## config.mk

```make
export PLATFORM = sky130hd
export DESIGN_NAME = vga_text_ctrl
export DESIGN_NICKNAME = d
export VERILOG_FILES = /design/src/rtl/vga_text_pkg.sv /design/src/rtl/blink_timer.sv /design/src/rtl/vga_text_ctrl.sv
export SDC_FILE = /design/constraint.sdc
export NUM_CORES = 1
export LEC_CHECK = 0
export BUFFER_PORTS_ARGS = -buffer_cell sky130_fd_sc_hd__buf_4
export CORE_MARGIN = 3
export CORE_UTILIZATION = 58
export CTS_CLUSTER_SIZE = 20
export DETAILED_ROUTE_END_ITERATION = 10
export PLACE_DENSITY = 0.87
export SLEW_MARGIN = 10
export SYNTH_ARGS = -nofsm -noshare
export SYNTH_HDL_FRONTEND = slang
export SYNTH_HIERARCHICAL = 1
export SYNTH_SLANG_ARGS = --single-unit
```

## constraint.sdc

```tcl
create_clock -name i_clk -period 2.8 [get_ports i_clk]
set_clock_uncertainty 0.05 [all_clocks]
set_input_delay 0.28 -clock i_clk [delete_from_list [all_inputs] [get_ports i_clk]]
set_output_delay 0.28 -clock i_clk [all_outputs]
set_load 0.005 [all_outputs]
```

## src/rtl/vga_text_pkg.sv

```systemverilog
// ============================================================
// vga_text_pkg: command/FSM types and constants shared with the renderer
// Rev 1.0
// ============================================================
`default_nettype none

package vga_text_pkg;

  localparam int          NUM_SLOTS        = 32;
  localparam int          CNT_W            = 5;
  localparam int          MAX_CHARS_DEF    = 31;
  localparam int          BLINK_FRAMES_DEF = 30;
  localparam logic [7:0]  PAT_BLANK        = 8'd0;
  localparam logic [7:0]  PAT_SQUARE       = 8'd1;

  typedef enum logic [1:0] {
    CMD_NOP   = 2'd0,
    CMD_PUSH  = 2'd1,
    CMD_BKSP  = 2'd2,
    CMD_CLEAR = 2'd3
  } cmd_e;

  typedef enum logic [1:0] {
    ST_IDLE    = 2'd0,
    ST_PENDING = 2'd1,
    ST_COMMIT  = 2'd2
  } state_e;

endpackage

`default_nettype wire

```

## src/rtl/blink_timer.sv

```systemverilog
// ============================================================
// blink_timer: divides frame-start pulses into a cursor blink phase
// Rev 1.0
// ============================================================
`default_nettype none

module blink_timer #(
  parameter int BLINK_FRAMES = 30
) (
  input  logic i_clk,
  input  logic i_rst_n,
  input  logic i_frame_start,
  output logic o_phase,
  output logic o_phase_next
);

  localparam int            CW     = (BLINK_FRAMES > 1) ? $clog2(BLINK_FRAMES) : 1;
  localparam logic [CW-1:0] c_LAST = CW'(BLINK_FRAMES - 1);

  logic [CW-1:0] cnt_q, cnt_d;
  logic          phase_q, phase_d;

  always_comb begin
    cnt_d   = cnt_q;
    phase_d = phase_q;
    if (i_frame_start) begin
      if (cnt_q == c_LAST) begin
        cnt_d   = '0;
        phase_d = ~phase_q;
      end else begin
        cnt_d = cnt_q + CW'(1);
      end
    end
  end

  always_ff @(posedge i_clk or negedge i_rst_n) begin
    if (!i_rst_n) begin
      cnt_q   <= '0;
      phase_q <= 1'b0;
    end else begin
      cnt_q   <= cnt_d;
      phase_q <= phase_d;
    end
  end

  assign o_phase      = phase_q;
  // Lets the consumer redraw the cursor in the same edge the phase flips.
  assign o_phase_next = phase_d;

endmodule

`default_nettype wire

```

## src/rtl/vga_text_ctrl.sv

```systemverilog
// ============================================================
// vga_text_ctrl: shadow text buffer, frame-synchronous commit, blinking cursor
// Rev 1.0
// ============================================================
`default_nettype none

module vga_text_ctrl
  import vga_text_pkg::*;
#(
  parameter int         MAX_CHARS    = MAX_CHARS_DEF,
  parameter int         BLINK_FRAMES = BLINK_FRAMES_DEF,
  parameter logic [7:0] PAT_CURSOR   = PAT_SQUARE
) (
  input  logic                       i_clk,
  input  logic                       i_rst_n,
  input  logic                       i_frame_start,
  input  logic                       i_cmd_valid,
  input  logic [1:0]                 i_cmd,
  input  logic [7:0]                 i_cmd_char,
  output logic                       o_cmd_ready,
  output logic [NUM_SLOTS-1:0][7:0]  o_pattern_num,
  output logic [CNT_W-1:0]           o_word_cnt,
  output logic                       o_commit,
  output logic                       o_overflow
);

  localparam logic [CNT_W-1:0] c_MAX = CNT_W'(MAX_CHARS);

  state_e                     state_q, state_d;
  logic [NUM_SLOTS-1:0][7:0]  shadow_q, shadow_d;
  logic [CNT_W-1:0]           shadow_cnt_q, shadow_cnt_d;
  logic [NUM_SLOTS-1:0][7:0]  disp_q, disp_d;
  logic [CNT_W-1:0]           word_cnt_q, word_cnt_d;
  logic                       commit_q, overflow_q, overflow_d;

  logic w_accept, w_change, w_do_commit;
  logic w_phase, w_phase_next, w_phase_eff;

  blink_timer #(
    .BLINK_FRAMES (BLINK_FRAMES)
  ) u_blink (
    .i_clk         (i_clk),
    .i_rst_n       (i_rst_n),
    .i_frame_start (i_frame_start),
    .o_phase       (w_phase),
    .o_phase_next  (w_phase_next)
  );

  assign w_accept    = i_cmd_valid && o_cmd_ready;
  assign w_phase_eff = i_frame_start ? w_phase_next : w_phase;

  // Shadow buffer editing; w_change marks commands that make the buffer dirty.
  always_comb begin
    shadow_d     = shadow_q;
    shadow_cnt_d = shadow_cnt_q;
    overflow_d   = 1'b0;
    w_change     = 1'b0;
    if (w_accept) begin
      case (cmd_e'(i_cmd))
        CMD_PUSH: begin
          if (shadow_cnt_q < c_MAX) begin
            shadow_d[shadow_cnt_q] = i_cmd_char;
            shadow_cnt_d           = shadow_cnt_q + CNT_W'(1);
            w_change               = 1'b1;
          end else begin
            overflow_d = 1'b1;
          end
        end
        CMD_BKSP: begin
          if (shadow_cnt_q != '0) begin
            shadow_d[shadow_cnt_q - CNT_W'(1)] = PAT_BLANK;
            shadow_cnt_d                       = shadow_cnt_q - CNT_W'(1);
            w_change                           = 1'b1;
          end
        end
        CMD_CLEAR: begin
          shadow_d     = '0;
          shadow_cnt_d = '0;
          w_change     = 1'b1;
        end
        default: ;
      endcase
    end
  end

  always_ff @(posedge i_clk or negedge i_rst_n) begin
    if (!i_rst_n) begin
      state_q <= ST_IDLE;
    end else begin
      state_q <= state_d;
    end
  end

  always_comb begin
    state_d = state_q;
    case (state_q)
      ST_IDLE: begin
        if (w_change) begin
          state_d = i_frame_start ? ST_COMMIT : ST_PENDING;
        end
      end
      ST_PENDING: begin
        if (i_frame_start) begin
          state_d = ST_COMMIT;
        end
      end
      ST_COMMIT: state_d = ST_IDLE;
      default:   state_d = ST_IDLE;
    endcase
  end

  always_comb begin
    o_cmd_ready = (state_q != ST_COMMIT);
    w_do_commit = (state_q == ST_COMMIT);
  end

  // Display array: full copy on commit, otherwise only the cursor slot is redrawn per frame.
  always_comb begin
    disp_d     = disp_q;
    word_cnt_d = word_cnt_q;
    if (w_do_commit) begin
      disp_d     = shadow_q;
      word_cnt_d = shadow_cnt_q;
      if (w_phase_eff && (shadow_cnt_q < c_MAX)) begin
        disp_d[shadow_cnt_q] = PAT_CURSOR;
      end
    end else if (i_frame_start) begin
      disp_d[word_cnt_q] = (w_phase_eff && (word_cnt_q < c_MAX)) ? PAT_CURSOR : PAT_BLANK;
    end
  end

  always_ff @(posedge i_clk or negedge i_rst_n) begin
    if (!i_rst_n) begin
      shadow_q     <= '0;
      shadow_cnt_q <= '0;
      disp_q       <= '0;
      word_cnt_q   <= '0;
      commit_q     <= 1'b0;
      overflow_q   <= 1'b0;
    end else begin
      shadow_q     <= shadow_d;
      shadow_cnt_q <= shadow_cnt_d;
      disp_q       <= disp_d;
      word_cnt_q   <= word_cnt_d;
      commit_q     <= w_do_commit;
      overflow_q   <= overflow_d;
    end
  end

  assign o_pattern_num = disp_q;
  assign o_word_cnt    = word_cnt_q;
  assign o_commit      = commit_q;
  assign o_overflow    = overflow_q;

endmodule

`default_nettype wire

```

==> results of run 1 <==
[critical path: stages, from the launching register on]
cell and delay (ps):
dfrtp_1 400, inv_1 80, ha_1 210, nand3_2 90, xnor2_1 180, mux2i_2 170, buf_4 270, a31oi_2 70
buf_4 220, a21oi_1 630, a22o_1 270
[power breakdown]
part / switching [W] / internal [W] / total, W
clock network: 0.00299 / 0.00424 / 0.00722
logic: 0.00350 / 0.00203 / 0.00554
registers: 0.000794 / 0.00847 / 0.00926
total: 0.00728 / 0.0147 / 0.0220
[cells by family after synthesis]
group                    Yosys count  share of synthesized area (%)
buffers and inverters            145                           2.89
adder cells (fa/ha/maj)            9                          0.518
XOR/XNOR                           1                         0.0403
AND/OR/NAND/NOR                  291                           7.19
AO/OA/AOI/OAI                    751                           27.8
flip-flops                       532                           61.2
multiplexers                       6                          0.299
[layout by cell type (no fill, tap or decap), types with 6 or more instances in the layout]
| cell type | Yosys | final |
|---|---|---|
| dfrtp_1 | 532 | 532 |
| buf_4 | 5 | 372 |
| a22o_1 | 281 | 281 |
| nand2_1 | 99 | 99 |
| o2bb2ai_1 | 95 | 95 |
| a21oi_1 | 83 | 83 |
| o21ai_0 | 58 | 58 |
| nor2_1 | 56 | 53 |
| clkbuf_16 | 0 | 53 |
| a32o_1 | 48 | 48 |
| o211ai_1 | 38 | 38 |
| nand3_1 | 36 | 36 |
| inv_1 | 32 | 32 |
| o22ai_1 | 27 | 27 |
| a22oi_1 | 27 | 27 |
| clkinv_2 | 0 | 14 |
| a31oi_1 | 13 | 12 |
| clkbuf_8 | 0 | 12 |
| nand2b_1 | 10 | 9 |
| nor3_1 | 10 | 9 |
| nand3b_1 | 9 | 9 |
| o221ai_1 | 9 | 9 |
| ha_1 | 9 | 9 |
| nor2b_1 | 8 | 8 |
| a211o_2 | 8 | 8 |
| a21oi_2 | 8 | 8 |
| buf_12 | 0 | 8 |
| nor2_2 | 4 | 7 |
| a211oi_1 | 6 | 6 |
| clkbuf_1 | 57 | 6 |
[metrics by stage]
step                hold slack, ps  setup slack (ps)
CTS                           16.1               124
global route                  77.9              3.42
global placement               246               230
detailed placement             248               168
finish                        60.0              71.2
floorplan                    -65.6               338
[what timing repair did]
item,CTS,global route
hold buffers,2,0
setup endpoints to repair,0,29
hold endpoints to repair,63,0
gates resized for setup,0,5
[sequential cells by signal, summed over array words and instances, names as in the netlist]
name	count
o_overflow	1
u_blink/o_phase	1
state_q	2
u_blink/cnt_q	5
shadow_q	256
shadow_cnt_q	5
o_word_cnt	5
o_pattern_num	256
o_commit	1
[layout make-up]
cell class	count	share of cell area, %
repair buffers	383	11.2
flip-flops and latches	532	50.0
well taps	468	2.20
clock inverters	22	0.921
multi-input cells	1058	29.4
clock buffers	71	5.69
inverters	37	0.522
[Yosys cell counts (4+ instances only)]
cell,count,area (sq um)
nand2b_1,10,62.6
a41oi_1,5,43.8
buf_2,32,160
buf_1,9,33.8
inv_1,32,120
nor2_1,56,210
and2_1,4,25.0
nor3b_1,4,30.0
a221oi_1,5,43.8
nor3_1,10,50.1
a22o_1,281,2460
o221ai_1,9,78.8
a21oi_2,8,70.1
nor2_2,4,25.0
mux2i_1,4,40.0
a211oi_1,6,45.0
dfrtp_1,532,13300
a31oi_1,13,81.3
nand3b_1,9,67.6
a211o_2,8,80.1
o21ai_0,58,290
a21oi_1,83,415
nand3_1,36,180
o211ai_1,38,285
and3b_1,4,35.0
o2bb2ai_1,95,832
nand4_1,4,25.0
a32o_1,48,480
nand2_1,99,372
and3_1,4,25.0
buf_4,5,37.5
o22ai_1,27,169
nor2b_1,8,50.1
clkbuf_1,57,214
ha_1,9,113
a22oi_1,27,203
[layer usage]
| layer | vias to the layer above | share of wire [%] |
|---|---|---|
| li1 | 7412 | - |
| met4 | 0 | 4.2 |
| met3 | 219 | 11 |
| met2 | 1202 | 47 |
| met1 | 9024 | 38 |
| met5 | - | 0 |
[worst max path at each step]
stage                     startpoint                 end  slack (ps)  cells past startpoint
floorplan            shadow_cnt_q[0]        shadow_q[16]         340                      9
global placement       i_frame_start  o_pattern_num[204]         230                     10
detailed placement     i_frame_start  o_pattern_num[201]         170                     10
CTS                 u_blink/cnt_q[1]  o_pattern_num[202]         120                     10
global route        u_blink/cnt_q[1]   o_pattern_num[43]           3                     10
finish              u_blink/cnt_q[1]  o_pattern_num[107]          70                     10
==> flow_metrics.env, run 1 <==
export IMPL_wirelength_microns=69800
export IMPL_drt_iter0_drc=2083
export IMPL_tightest_slew_ps=872
export IMPL_grt_use_total_pct=35.0
export IMPL_period_share_pct=97.5
export IMPL_busiest_layer="met2"
export IMPL_whs_path_depth=3
export IMPL_power_density_nw_per_um2=827
export IMPL_post_route_util_pct=72.4
export IMPL_wl_per_cell_microns=27.2
export IMPL_hold_path_startpoint="i_cmd_char[0]"
export IMPL_hold_path_end="shadow_q[232]"
export IMPL_grt_max_degree=97
export IMPL_setup_viol=0
export IMPL_grt_pass1_wl_microns=107000
export IMPL_placed_area_sq_um=24800
export IMPL_grt_pass1_vias=18100
export IMPL_maxSlewHeadroom_pct=41.8
export IMPL_fmax_mhz=366
export IMPL_die_x_microns=200
export IMPL_status="complete, no violations"
export IMPL_grt_use_met1_pct=47.8
export IMPL_path_clk_slew_ps=60
export IMPL_r2r_cells=10
export IMPL_synth_seq_cells=532
export IMPL_p_leak_nw=12.6
export IMPL_final_area_sq_um=26600
export IMPL_drtPass1Iterations=6
export IMPL_critPathMaxFanout=12
export IMPL_drv_cap=0
export IMPL_cts_sinks=532
export IMPL_dp_hpwl_microns=46800
export IMPL_finalNetCount=2086
export IMPL_rsz0062_at_grt="false"
export IMPL_core_region_area_sq_um=36800
export IMPL_hold_class="in2reg"
export IMPL_synth_flop_cell="dfrtp_1"
export IMPL_use_met3_pct=9.04
export IMPL_layout_cells_non_filler=2571
export IMPL_worstSetupPathType="reg2reg"
export IMPL_netlist_area_sq_um=21700
export IMPL_p_total_w=0.0220
export IMPL_viasPerCell=6.95
export IMPL_async_flop_share_pct=100
export IMPL_root_buffer="clkbuf_16"
export IMPL_drive_above_1_share_pct=25.4
export IMPL_die_h_microns=200
export IMPL_placedCellCount=2476
export IMPL_antenna_cells=0
export IMPL_pin_count=278
export IMPL_grt_overflow=0
export IMPL_ant_nets=0
export IMPL_cts_buffers=51
export IMPL_end_kind="register"
export IMPL_drv_slew=0
export IMPL_antenna_found_initial=0
export IMPL_met2_usage_pct=54.1
export IMPL_finalSetupTns_ps=0
export IMPL_die_area_sq_um=39800
export IMPL_hold_viol=0
export IMPL_crit_arrival_ps=3190
export IMPL_syn_avg_cell_area_sq_um=12.5
export IMPL_peakVddDrop_v=0.000461
export IMPL_synth_edf_count=0
export IMPL_start_kind="register"
export IMPL_r2r_start="u_blink/cnt_q[1]"
export IMPL_multi_input_comb_area_sq_um=7830
export IMPL_synth_nets=1758
export IMPL_clockBufferDepth=3
export IMPL_post_cts_setup_buffers=0
export IMPL_syn_inst=1735
export IMPL_worstSkewPairLatency_ps=590
export IMPL_rows=70
export IMPL_num_fill_cells=2343
export IMPL_yosysSeqAreaShare_pct=61.2
export IMPL_port_buffers=277
export IMPL_vias=17900
export IMPL_ys_warnings_count=6
export IMPL_drc=0
export IMPL_r2r_end="o_pattern_num[107]"
export IMPL_start_util_pct=59.1
export IMPL_synth_cell_types=91
export IMPL_place_gp_congestion=1.01
export IMPL_layout_min_cycle_time_ps=2730
export IMPL_reg2reg_slack_ps=70
export IMPL_regArea_sq_um=13300
export IMPL_syn_to_final_growth_pct=22.4
export IMPL_cts_htree_levels=2
export IMPL_required_ps=3260
export IMPL_cts_tree="done"
(Power assumes the default switching activity.)
==> inputs of run 2 (changes only) <==
--- a/config.mk
+++ b/config.mk
@@ -14,5 +14,4 @@
 export SLEW_MARGIN = 10
 export SYNTH_ARGS = -nofsm -noshare
 export SYNTH_HDL_FRONTEND = slang
-export SYNTH_HIERARCHICAL = 1
 export SYNTH_SLANG_ARGS = --single-unit
==> run 2 against run 1 <==
Wire length decreased by 3.5%. Critical path depth down 1. Synthesized cell count fell by 0.23%. Critical endpoint is now o_pattern_num[35]. Largest power group unchanged. Highest routed layer unchanged.
==> flow_metrics.env, run 2 <==
export IMPL_critPathSlowestCell="or3_1"
export IMPL_rsz0062_at_grt="false"
export IMPL_synthTopCellsByCount="dfrtp_1, a22o_1, nor2_1, clkbuf_1, nand2_1"
export IMPL_yosysSeqAreaShare_pct=62.3
export IMPL_required_ps=3210
export IMPL_ys_top_cells_by_area="dfrtp_1, a22o_1, a32o_1"
export IMPL_pin_count=278
export IMPL_cts_htree_levels=2
export IMPL_synth_cell_types=66
export IMPL_wl_per_cell_microns=26.5
export IMPL_synth_seq_cells=532
export IMPL_grt_pass1_vias=17400
export IMPL_ys_warnings_count=0
export IMPL_p_total_w=0.0217
export IMPL_critical_path_max_stage_delay_ps=470
export IMPL_clockBufferDepth=3
export IMPL_wirelength_microns=67400
export IMPL_synth_edf_count=0
export IMPL_syn_avg_cell_area_sq_um=12.3
export IMPL_critPathMaxFanout=8
export IMPL_mostFrequentLayoutCells="dfrtp_1, a22o_1, buf_4, nor2_1, nand2_1"
export IMPL_die_area_sq_um=39200
export IMPL_antenna_found_initial=0
export IMPL_crit_path_frequent_cell="buf_4"
export IMPL_layout_commonest_cell="dfrtp_1"
export IMPL_ant_nets=0
export IMPL_hold_viol=0
export IMPL_rows=69
export IMPL_dp_hpwl_microns=45200
export IMPL_cpLargestDelayFamily="compound AO/OA/AOI/OAI gates"
export IMPL_syn_to_final_growth_pct=22.9
export IMPL_finalNetCount=2061
export IMPL_layout_min_cycle_time_ps=2660
export IMPL_root_buffer="clkbuf_16"
export IMPL_drive_above_1_share_pct=23.3
export IMPL_die_x_microns=198
export IMPL_post_route_util_pct=73.1
export IMPL_setup_viol=0
export IMPL_reg2reg_slack_ps=140
export IMPL_cts_tree="done"
export IMPL_fmax_mhz=375
export IMPL_drc=0
export IMPL_path_clk_slew_ps=70
export IMPL_end_kind="register"
export IMPL_hold_class="in2reg"
export IMPL_worstSkewPairLatency_ps=580
export IMPL_period_share_pct=95.2
export IMPL_tightest_slew_ps=1130
export IMPL_crit_arrival_ps=3070
export IMPL_cts_buffers=51
export IMPL_peakVddDrop_v=0.000522
export IMPL_syn_inst=1731
export IMPL_vias=17600
export IMPL_grt_pass1_wl_microns=104000
export IMPL_yosysTopAreaCell="dfrtp_1"
export IMPL_drt_iter0_drc=1918
export IMPL_drv_slew=0
export IMPL_place_gp_congestion=0.996
export IMPL_synth_top_area_share_pct=62.3
export IMPL_netlist_area_sq_um=21400
export IMPL_die_h_microns=198
export IMPL_grt_max_degree=77
export IMPL_worstSetupPathType="reg2reg"
export IMPL_status="complete, no violations"
export IMPL_drv_cap=0
export IMPL_drtPass1Iterations=6
export IMPL_cts_sinks=532
export IMPL_path_buf_inv=3
export IMPL_async_flop_share_pct=100
export IMPL_grt_use_total_pct=34.1
export IMPL_power_density_nw_per_um2=826
export IMPL_maxSlewHeadroom_pct=24.2
export IMPL_p_leak_nw=12.6
export IMPL_finalSetupTns_ps=0
export IMPL_grt_overflow=0
export IMPL_start_kind="register"
export IMPL_synth_most_common_cell="dfrtp_1"
export IMPL_core_region_area_sq_um=35900
export IMPL_antenna_cells=0
export IMPL_crit_path_cell_trace="inv_1 -> ha_1 -> nand3_1 -> or3_1 -> buf_4 -> buf_4 -> a21oi_2 -> a21oi_1 -> a22o_1"
export IMPL_viasPerCell=6.94
export IMPL_synth_flop_cell="dfrtp_1"
export IMPL_port_buffers=277
export IMPL_start_util_pct=59.5
export IMPL_synth_nets=1754
==> run 2: changes by cell type after synthesis, moves of 14 or more <==
| cell | change |
|---|---|
| a21oi_1 | -26 |
| a22o_1 | +111 |
| a22oi_1 | -20 |
| a31oi_1 | +18 |
| clkbuf_1 | +30 |
| inv_1 | -22 |
| nand2_1 | -15 |
| nor2_1 | +57 |
| o211ai_1 | -20 |
| o21ai_0 | -15 |
| o21ai_1 | +14 |
| o22ai_1 | -24 |
| o2bb2ai_1 | -63 |
==> run 2: path summary, 6_finish.rpt <==
| check | startpoint | endpoint | cells after the start |
|---|---|---|---|
| min | i_cmd_valid | shadow_cnt_q[4] | 5 |
| max reg2reg | u_blink.cnt_q[1] | o_pattern_num[35] | 9 |
| max in group asynchronous | i_rst_n | shadow_q[30] | 4 |
| min reg2reg | shadow_q[163] | o_pattern_num[163] | 1 |
| max | u_blink.cnt_q[1] | o_pattern_num[35] | 9 |
| min in group asynchronous | i_rst_n | o_pattern_num[65] | 2 |
==> run 2: kinds of logic (layout without fill, tap and decap cells) <==
| group | after synthesis | after routing | synth area share, % |
|---|---|---|---|
| AOI/OAI and AO/OA | 712 | 712 | 26.9 |
| xor gates and xnor gates | 2 | 2 | 0.0820 |
| and+or+nand+nor | 337 | 337 | 7.53 |
| DFF | 532 | 532 | 62.3 |
| buffers and inverters | 136 | 482 | 2.55 |
| adders and majority gates | 9 | 9 | 0.527 |
| muxes | 3 | 3 | 0.146 |
==> run 2: worst register-to-register path, cell delays in order, from the launching register on <==
cell,delay [ps]
dfrtp_1,430
inv_1,80
ha_1,200
nand3_1,150
or3_1,470
buf_4,230
buf_4,170
a21oi_2,250
a21oi_1,260
a22o_1,260
==> run 2: repair_timing <==
item / in CTS / in global routing
gates resized for setup: 0 / 5
buffers inserted: 0 / 2
setup endpoints to repair: 0 / 58
hold buffers: 2 / 0
hold endpoints to repair: 63 / 0
==> run 2: final cells by class <==
class,count,area (sq um)
Clock buffer,71,1500
Clock inverter,21,297
Fill cell,2358,9670
Inverter,12,45.0
Multi-Input combinational cell,1063,7550
Sequential cell,532,13300
Tap cell,461,577
Timing Repair Buffer,378,2960
==> run 2: stage by stage <==
stage                     cell area, sq um  hold slack (ps)  instances  setup slack [ps]
after floorplan                      21400            -65.6       1731              62.7
after global placement               24400              260       2442               198
after detailed placement             24400              266       2442               126
after CTS                            26200              143       2536              70.8
after global routing                 26200              185       2538              17.0
final                                26200              173       2538               136
==> run 2: power breakdown <==
group / leakage [nW] / switching (W) / internal [W] / total, W
Clock: 0.876 / 0.00292 / 0.00439 / 0.00731
Combinational: 4.37 / 0.00344 / 0.00192 / 0.00536
Sequential: 7.37 / 0.000627 / 0.00838 / 0.00901
Total: 12.6 / 0.00699 / 0.0147 / 0.0217
==> run 2: metal layers <==
metal | part of all wire, % | wire, microns | vias up | GRT usage, %
met5 | 0 | 0 | - | 0
met4 | 3.7 | 2520 | 0 | 12.7
met3 | 10 | 6860 | 177 | 6.41
met2 | 46 | 30900 | 1173 | 52.5
met1 | 40 | 27100 | 8914 | 49.3
li1 | - | - | 7340 | -
